### src/rtl/triangle_pkg.sv
// Shared types and default sizes for the TRIANGLE host-side feeder.
//   state_t  : feeder FSM states
//   vertex_t : one (x, y) vertex at the default coordinate width
package triangle_pkg;

  localparam int unsigned CW_DEF      = 5;
  localparam int unsigned RW_DEF      = 13;
  localparam int unsigned NBEAT_DEF   = 3;
  localparam int unsigned TIMEOUT_DEF = 1000;

  typedef enum logic [2:0] {
    IDLE,
    SEND,
    WAIT,
    COLLECT,
    HOLD
  } state_t;

  typedef struct packed {
    logic [CW_DEF-1:0] x;
    logic [CW_DEF-1:0] y;
  } vertex_t;

endpackage

### src/rtl/tri_watchdog.sv
// Saturating cycle counter that guards the wait for TRIANGLE results.
//   clk, rst_n : clock, asynchronous active-low reset
//   clr        : load the count with zero (has priority over en)
//   en         : count one cycle, saturating at LIMIT
//   expired    : the count reaches LIMIT on the coming edge
module tri_watchdog #(
  parameter int unsigned LIMIT = 1000
) (
  input  logic clk,
  input  logic rst_n,
  input  logic clr,
  input  logic en,
  output logic expired
);

  localparam int unsigned W = $clog2(LIMIT + 1);

  logic [W-1:0] count;

  always_ff @(posedge clk or negedge rst_n) begin
    if (!rst_n) begin
      count <= '0;
    end else if (clr) begin
      count <= '0;
    end else if (en && (count < W'(LIMIT))) begin
      count <= count + 1'b1;
    end
  end

  // Looking one count ahead lets the registered FSM land in HOLD exactly
  // LIMIT cycles after the count started from zero.
  always_comb begin
    expired = en && (count >= W'(LIMIT - 1));
  end

endmodule

### src/rtl/triangle_feeder.sv
// Host-side driver for the TRIANGLE core: serialises one triangle onto the
// in_valid/coord stream and gathers the NBEAT-beat result into one word.
//   tri_valid/tri_ready/tri_x/tri_y : upstream triangle handshake (vertex k at [k*CW +: CW])
//   in_valid/coord_x/coord_y        : vertex stream to TRIANGLE
//   out_valid/out_length/out_incenter : result beats from TRIANGLE
//   res_valid/res_ready             : downstream result handshake
//   res_length/res_incenter         : packed beats (beat k at [k*RW +: RW])
//   res_timeout/res_proto_err       : abort and protocol-violation flags
module triangle_feeder
  import triangle_pkg::*;
#(
  parameter int unsigned CW      = CW_DEF,
  parameter int unsigned RW      = RW_DEF,
  parameter int unsigned NBEAT   = NBEAT_DEF,
  parameter int unsigned TIMEOUT = TIMEOUT_DEF
) (
  input  logic                clk,
  input  logic                rst_n,
  input  logic                tri_valid,
  output logic                tri_ready,
  input  logic [3*CW-1:0]     tri_x,
  input  logic [3*CW-1:0]     tri_y,
  output logic                in_valid,
  output logic [CW-1:0]       coord_x,
  output logic [CW-1:0]       coord_y,
  input  logic                out_valid,
  input  logic [RW-1:0]       out_length,
  input  logic [RW-1:0]       out_incenter,
  output logic                res_valid,
  input  logic                res_ready,
  output logic [NBEAT*RW-1:0] res_length,
  output logic [NBEAT*RW-1:0] res_incenter,
  output logic                res_timeout,
  output logic                res_proto_err
);

  localparam int unsigned BW = (NBEAT > 1) ? $clog2(NBEAT) : 1;

  state_t          state;
  logic [3*CW-1:0] vx;
  logic [3*CW-1:0] vy;
  logic [1:0]      vidx;   // next vertex to present while in SEND
  logic [BW-1:0]   bidx;   // next result beat slot
  logic            wd_clr;
  logic            wd_en;
  logic            wd_expired;

  // The watchdog only runs while results are awaited and restarts on every beat.
  always_comb begin
    wd_clr = !((state == WAIT) || (state == COLLECT)) || out_valid;
    wd_en  = !wd_clr;
  end

  tri_watchdog #(.LIMIT(TIMEOUT)) u_watchdog (
    .clk     (clk),
    .rst_n   (rst_n),
    .clr     (wd_clr),
    .en      (wd_en),
    .expired (wd_expired)
  );

  always_ff @(posedge clk or negedge rst_n) begin
    if (!rst_n) begin
      state         <= IDLE;
      vx            <= '0;
      vy            <= '0;
      vidx          <= '0;
      bidx          <= '0;
      tri_ready     <= 1'b0;
      in_valid      <= 1'b0;
      coord_x       <= '0;
      coord_y       <= '0;
      res_valid     <= 1'b0;
      res_length    <= '0;
      res_incenter  <= '0;
      res_timeout   <= 1'b0;
      res_proto_err <= 1'b0;
    end else begin
      case (state)
        IDLE: begin
          tri_ready <= 1'b1;
          if (tri_valid && tri_ready) begin
            vx            <= tri_x;
            vy            <= tri_y;
            tri_ready     <= 1'b0;
            in_valid      <= 1'b1;
            coord_x       <= tri_x[CW-1:0];
            coord_y       <= tri_y[CW-1:0];
            vidx          <= 2'd1;
            bidx          <= '0;
            res_length    <= '0;
            res_incenter  <= '0;
            res_timeout   <= 1'b0;
            // A stray beat on the capture cycle still belongs to this transaction.
            res_proto_err <= out_valid;
            state         <= SEND;
          end else if (out_valid) begin
            res_proto_err <= 1'b1;
          end
        end

        SEND: begin
          if (out_valid) res_proto_err <= 1'b1;
          if (vidx == 2'd3) begin
            in_valid <= 1'b0;
            coord_x  <= '0;
            coord_y  <= '0;
            state    <= WAIT;
          end else begin
            coord_x <= vx[vidx*CW +: CW];
            coord_y <= vy[vidx*CW +: CW];
            vidx    <= vidx + 2'd1;
          end
        end

        WAIT, COLLECT: begin
          if (out_valid) begin
            res_length[bidx*RW +: RW]   <= out_length;
            res_incenter[bidx*RW +: RW] <= out_incenter;
            if (bidx == BW'(NBEAT - 1)) begin
              res_valid <= 1'b1;
              state     <= HOLD;
            end else begin
              bidx  <= bidx + 1'b1;
              state <= COLLECT;
            end
          end else begin
            if (state == COLLECT) res_proto_err <= 1'b1;
            if (wd_expired) begin
              res_valid   <= 1'b1;
              res_timeout <= 1'b1;
              state       <= HOLD;
            end
          end
        end

        HOLD: begin
          if (out_valid) res_proto_err <= 1'b1;
          if (res_ready) begin
            res_valid <= 1'b0;
            tri_ready <= 1'b1;
            state     <= IDLE;
          end
        end

        default: state <= IDLE;
      endcase
    end
  end

endmodule

### config.mk
export PLATFORM = sky130hd
export DESIGN_NAME = triangle_feeder
export DESIGN_NICKNAME = d
export VERILOG_FILES = /design/src/rtl/triangle_pkg.sv /design/src/rtl/tri_watchdog.sv /design/src/rtl/triangle_feeder.sv
export SDC_FILE = /design/constraint.sdc
export NUM_CORES = 1
export LEC_CHECK = 0
export ABC_AREA = 1
export CAP_MARGIN = 30
export CELL_PAD_IN_SITES_DETAIL_PLACEMENT = 1
export CELL_PAD_IN_SITES_GLOBAL_PLACEMENT = 1
export CORE_UTILIZATION = 39
export CTS_CLUSTER_DIAMETER = 50
export DETAILED_ROUTE_END_ITERATION = 8
export GPL_TIMING_DRIVEN = 1
export PLACE_DENSITY_LB_ADDON = 0.08
export SETUP_SLACK_MARGIN = 0.05
export SLEW_MARGIN = 30
export SYNTH_ARGS = -nofsm -noshare
export SYNTH_HDL_FRONTEND = slang
export SYNTH_SLANG_ARGS = --single-unit
### constraint.sdc
create_clock -name clk -period 4.9 [get_ports clk]
set_clock_uncertainty 0.1 [all_clocks]
set_input_delay 1.47 -clock clk [delete_from_list [all_inputs] [get_ports clk]]
set_output_delay 1.47 -clock clk [all_outputs]
set_load 0.05 [all_outputs]
## Word-level counts from Yosys, hierarchy flattened

Cells that the tools add are included.

| operators by class | value |
|---|---|
| div/mod/pow operators | 0 |
| bitwise gates (word level) | 0 |
| shift-type cells | 5 |
| magnitude comparators | 2 |
| multiply operators | 2 |
| add/sub/neg operators | 4 |
| equality and inequality tests | 17 |
| reductions and logical operators | 27 |
| mux-type cells | 48 |

Operators by type and width:

| operator | count |
|---|---|
| one-hot mux 39 bit (2 select lines) | 2 |
| two-way mux 39 bit | 3 |
| bitwise mux 39 bit | 2 |
| indexed part select 13 x 34 -> 39 bit | 2 |
| variable shift 13 x 34 -> 39 bit (first input constant) | 1 |
| negator 6 -> 34 bit | 1 |
| indexed part select 15 x 6 -> 5 bit | 2 |
| two-way mux 10 bit | 2 |
| two-way mux 5 bit | 4 |
| one-hot mux 5 bit (2 select lines) | 2 |
| two-way mux 3 bit | 6 |
| != test 2 bit (second input constant) | 8 |
| AND reduction 4 bit | 4 |
| two-way mux 1 bit | 14 |
| one-hot mux 3 bit (4 select lines) | 1 |
| AND reduction 3 bit | 4 |
| adder 10 x 1 -> 10 bit (second input constant) | 1 |
| >= comparator 10 bit (second input constant) | 1 |
| less-than comparator 10 bit (second input constant) | 1 |
| two-way mux 2 bit | 5 |
| nonzero test 2 bit | 5 |
| one-hot mux 1 bit (2 select lines) | 4 |
| one-hot mux 2 bit (2 select lines) | 2 |
| equality test 3 x 2 -> 1 bit (second input constant) | 2 |
| 17 further kinds | 26 |

| word-level totals | value |
|---|---|
| word-level logic and storage cells | 120 |
| flip-flop bits (word level) | 140 |
| input bits | 61 |
| memories kept | 0 |
| bits in latches | 0 |
| memory bits (read-only) | 0 |
| memory bits (writable) | 0 |
| output and inout bits | 93 |

## Longest topological paths before layout

| logic depth | value |
|---|---|
| depth in word-level cells | 9 |
| gate-level depth with buffers | 8 |
| gate-level depth less buffers | 8 |

## Cells and area by module

Synthesis repeated with hierarchy kept, for this count alone.

| second synthesis, totals | value |
|---|---|
| cells, all modules | 841 |
| area, all modules | 6687.7 um^2 |

Modules (own cells, without submodules):

| module | cells each | seq. area each (um^2) | instances | area an instance (um^2) |
|---|---|---|---|---|
| triangle_feeder | 749 | 3253.1 | 1 | 6035.8 |
| tri_watchdog | 92 | 250.2 | 1 | 651.9 |

## Worst setup path before layout

OpenSTA, ideal clock, no wires.

| timing path | value |
|---|---|
| path kind | input port to flip-flop |
| start point | input tri_valid |
| end point | register res_incenter[0] |
| path buffers | 1 |
| library setup time | 132 ps |
| stages | 8 |
| required time | 4668 ps |
| data arrival time | 2233 ps |
| setup slack | 2435 ps |
| path through | nand2_1 inv_1 nand3_2 nand2_2 o21ai_2 buf_4 nand2_1 o21ai_0 |

| between the ends | value |
|---|---|
| longest elaborated chain between the ends | 3 |

Ends and longest elaborated chain:

| element | RTL line | RTL |
|---|---|---|
| start: declaration | triangle_feeder.sv:19 | `input logic tri_valid,` |
| logical AND 1 bit | triangle_feeder.sv:82 | `if (tri_valid && tri_ready) begin` |
| != test 2 bit (no line) | n/a |  |
| AND reduction 3 bit (no line) | n/a |  |
| end signal: indexed assignment | triangle_feeder.sv:119 | `res_incenter[bidx*RW +: RW] <= out_incenter;` |
| end: declaration | triangle_feeder.sv:32 | `output logic [NBEAT*RW-1:0] res_incenter,` |

No other way between the ends.
A chain may end at the register's enable or synchronous reset.

## Worst setup path in the final report

| timing path | value |
|---|---|
| start point | input tri_valid |
| end point | register vy[2] |

| between the ends | value |
|---|---|
| longest elaborated chain between the ends | 2 |

Ends and longest elaborated chain:

| element | RTL line | RTL |
|---|---|---|
| logical AND 1 bit | triangle_feeder.sv:82 |  |
| AND reduction 2 bit (no line) | n/a |  |
| end signal: assignment | triangle_feeder.sv:84 | `vy <= tri_y;` |
| end: declaration | triangle_feeder.sv:41 | `logic [3*CW-1:0] vy;` |

No other way between the ends.

==> impl_metrics.xml <==
<?xml version="1.0" encoding="UTF-8"?>
<metrics>
  <group name="power_and_ir_drop">
    <metric name="p_per_area" unit="nW/um^2">575</metric>
    <metric name="cell_internal_pwr" unit="mW">2.82</metric>
    <metric name="switching_share" unit="%">43.1</metric>
    <metric name="leak" unit="nW">3.85</metric>
    <metric name="vdd_drop_max" unit="V">0.000347</metric>
    <metric name="power_switching" unit="mW">2.14</metric>
    <metric name="power.combinational.fraction" unit="%">41.4</metric>
    <metric name="total_power" unit="mW">4.96</metric>
    <metric name="clock_power_share" unit="%">25.6</metric>
    <metric name="pwr-share-seq" unit="%">32.9</metric>
  </group>
  <group name="worst_setup_path">
    <metric name="worst_ep_arrival_time" unit="ps">3840</metric>
    <metric name="crit_required" unit="ps">5150</metric>
    <metric name="setup.reg_to_reg.worst_slack" unit="ps">2290</metric>
    <metric name="timing.critical_path.fanout_max" unit="">26</metric>
    <metric name="timing.setup.critical_path_class" unit="">in -&gt; reg</metric>
    <metric name="worstSetupEndpointType" unit="">flip-flop</metric>
    <metric name="startpoint_type" unit="">input pin</metric>
  </group>
  <group name="yosys">
    <metric name="synthesis.area" unit="um^2">6310</metric>
    <metric name="synth_register_bits" unit="">140</metric>
    <metric name="yosysWarnings" unit="">0</metric>
    <metric name="synth.yosys.seq_area_share" unit="%">55.5</metric>
    <metric name="yosysTopAreaCell" unit="">dfrtp_1</metric>
    <metric name="post_synthesis_async_set_or_reset_flop_share" unit="%">100</metric>
    <metric name="netlist.area_leader.share" unit="%">55.5</metric>
    <metric name="synth_flop_cell" unit="">dfrtp_1</metric>
    <metric name="synth_enable_flop_cells" unit="">0</metric>
    <metric name="postSynthNetCount" unit="">832</metric>
    <metric name="synth_area_leaders" unit="">dfrtp_1, nand2_1, o21ai_0</metric>
    <metric name="mean_area_per_synthesized_cell" unit="um^2">8.26</metric>
    <metric name="post_synth_num_cell_types" unit="">30</metric>
    <metric name="post_synth_inst_count" unit="">764</metric>
  </group>
  <group name="routing">
    <metric name="drt_first_pass_iters" unit="">4</metric>
    <metric name="ratio_of_routed_vias_to_standard_cells" unit="">5.00</metric>
    <metric name="drt-initial-drc-count" unit="">228</metric>
    <metric name="detail-route-antenna-nets" unit="">0</metric>
    <metric name="detail_route.wirelength" unit="mm">19.0</metric>
    <metric name="detailroute.via_count" unit="">5688</metric>
    <metric name="avgRoutedWirePerCell" unit="um">16.7</metric>
    <metric name="drc" unit="">0</metric>
  </group>
  <group name="clock_tree">
    <metric name="cts.path.max_buffers" unit="">2</metric>
    <metric name="cts_root_buf" unit="">clkbuf_16</metric>
    <metric name="clock_insertion_delay_worst_skew" unit="ps">420</metric>
    <metric name="tritoncts_num_sinks" unit="">140</metric>
    <metric name="postCtsSetupRepairBufs" unit="">0</metric>
    <metric name="ctsHtreeMaxLevel" unit="">4</metric>
    <metric name="number_of_resized_instances_in_the_post_cts_repair_step" unit="">0</metric>
    <metric name="cts_hold_repair.buffers" unit="">0</metric>
    <metric name="cts_buffers" unit="">17</metric>
    <metric name="clk_pin_slew" unit="ps">70</metric>
    <metric name="clock_tree_from_tritoncts" unit="">built</metric>
  </group>
  <group name="global_routing">
    <metric name="largest_net_degree_at_the_start_of_global_routing" unit="">68</metric>
    <metric name="grt_pass1_wl" unit="mm">31.4</metric>
    <metric name="antenna_violations_before_repair" unit="">0</metric>
    <metric name="number_of_global_route_vias_before_repair" unit="">6240</metric>
    <metric name="grt_overflow_total" unit="">0</metric>
    <metric name="grt_use_total" unit="%">24.5</metric>
  </group>
  <group name="job">
    <metric name="drv_cap" unit="">0</metric>
  </group>
  <group name="finish">
    <metric name="drive_gt1_share" unit="%">6.40</metric>
    <metric name="finalNetCount" unit="">977</metric>
    <metric name="layout.cells.most_common" unit="">nand2_1</metric>
    <metric name="layout_overhead_on_the_synthesized_area" unit="%">36.7</metric>
    <metric name="antenna_cells" unit="">0</metric>
    <metric name="layout_common_cells" unit="">nand2_1, clkdlybuf4s50_1, dfrtp_1</metric>
  </group>
  <group name="sta">
    <metric name="final_min_period_over_clock_period" unit="%">73.4</metric>
    <metric name="final.min_clock_period" unit="ps">3600</metric>
    <metric name="setup_tns" unit="ps">0</metric>
    <metric name="slew_headroom" unit="%">44.6</metric>
    <metric name="fmax" unit="GHz">0.278</metric>
    <metric name="timing.final.hold_violations" unit="">0</metric>
    <metric name="worst_slew_pin_slew" unit="ps">830</metric>
    <metric name="grt_setup_unrepaired" unit="">no</metric>
    <metric name="slew_viol_final" unit="">0</metric>
    <metric name="report.final.setup_viol" unit="">0</metric>
  </group>
  <group name="floorplan">
    <metric name="std_cell_rows" unit="">46</metric>
    <metric name="initial_utilization" unit="%">39.9</metric>
    <metric name="floorplan.die.width" unit="um">129</metric>
    <metric name="core_area" unit="um^2">15800</metric>
    <metric name="design.portCount" unit="">154</metric>
    <metric name="floorplan.die.height" unit="um">129</metric>
    <metric name="total_die_area" unit="um^2">16700</metric>
  </group>
  <group name="placed_design">
    <metric name="place.detailed.hpwl" unit="mm">13.2</metric>
    <metric name="gpl.final_weighted_congestion" unit="">0.772</metric>
    <metric name="placement.io_buffers" unit="">153</metric>
  </group>
  <group name="outcome">
    <metric name="outcome" unit="">complete, no violations</metric>
  </group>
  <group name="hold_path">
    <metric name="holdCritPathClass" unit="">reg -&gt; reg</metric>
  </group>
</metrics>
final cells by class:
class,count,area (um^2)
fill,1861,7200
timing repair buffer,162,1650
tap,216,270
inverter,59,221
sequential,140,3500
multi-input combinational,529,2410
clock buffer,18,429
clock inverter,14,148
layer usage:
metal,track usage (%),up-vias,routed length [um]
met2,43.5,129,9740
met4,8.58,0,403
met1,28.2,2806,7850
li1,-,2722,-
met3,7.02,31,1050
met5,0,-,0
kinds of logic after synthesis:
group | after synthesis | share of synthesized area (%)
DFF | 140 | 55.5
buffers and inverters | 95 | 6.74
adders and majority gates | 7 | 1.39
and+or+nand+nor | 387 | 25.1
AOI/OAI and AO/OA | 134 | 11.1
xor gates and xnor gates | 1 | 0.139
Yosys cell counts, types with 2 or more instances:
cell,n
a21oi_1,4
buf_2,10
buf_4,11
buf_6,2
clkbuf_1,13
dfrtp_1,140
ha_1,7
inv_1,54
inv_2,4
nand2_1,295
nand2_2,3
nand3_1,39
nand4_1,6
nor2_1,36
nor2_4,3
o21ai_0,64
o21ai_1,58
o21ai_2,3
state kept, by name, indices dropped and copies added (netlist names):
signal            count
res_valid             1
u_watchdog.count     10
vidx                  2
tri_ready             1
vx                   15
res_proto_err         1
res_length           39
coord_x               5
bidx                  2
in_valid              1
vy                   15
res_incenter         39
coord_y               5
state                 3
res_timeout           1
worst max-delay path, cell delays in order:
cell,delay (ps)
clkdlybuf4s50_1,450
nand2_1,70
inv_1,90
nand3_2,440
inv_1,800
buf_4,330
nand2_1,90
o21ai_0,90
power groups by stage:
stage | clock network, mW | logic (mW) | registers, mW
floorplan | 0 | 0.924 | 2.10
global placement | 0 | 1.97 | 1.63
detailed placement | 0 | 2.06 | 1.65
CTS | 1.30 | 2.08 | 1.64
global route | 1.34 | 2.26 | 1.67
finish | 1.27 | 2.05 | 1.63
per-stage QoR:
| step | cells | util, % | instance area, um^2 | hold WS [ps] | worst slack, ps |
|---|---|---|---|---|---|
| after floorplan | 764 | - | 6310 | 344 | 2430 |
| after global placement | 1103 | 50.4 | 7980 | 359 | 953 |
| after detailed placement | 1106 | 50.8 | 8050 | 360 | 857 |
| after CTS | 1138 | 54.5 | 8620 | 378 | 1300 |
| after global routing | 1138 | 54.5 | 8630 | 408 | 1040 |
| final | 1138 | 54.5 | 8630 | 381 | 1300 |
path summary, 6_finish.rpt:
kind,startpoint,endpoint,cells past startpoint
min,vx[9],vx[9],2
max in group asynchronous,rst_n,res_length[1],3
max reg2reg,state[1],vy[2],6
max,tri_valid,vy[2],8
min in group asynchronous,rst_n,u_watchdog.count[7],1
min reg2reg,vx[9],vx[9],2
(Power assumes the default switching activity.)
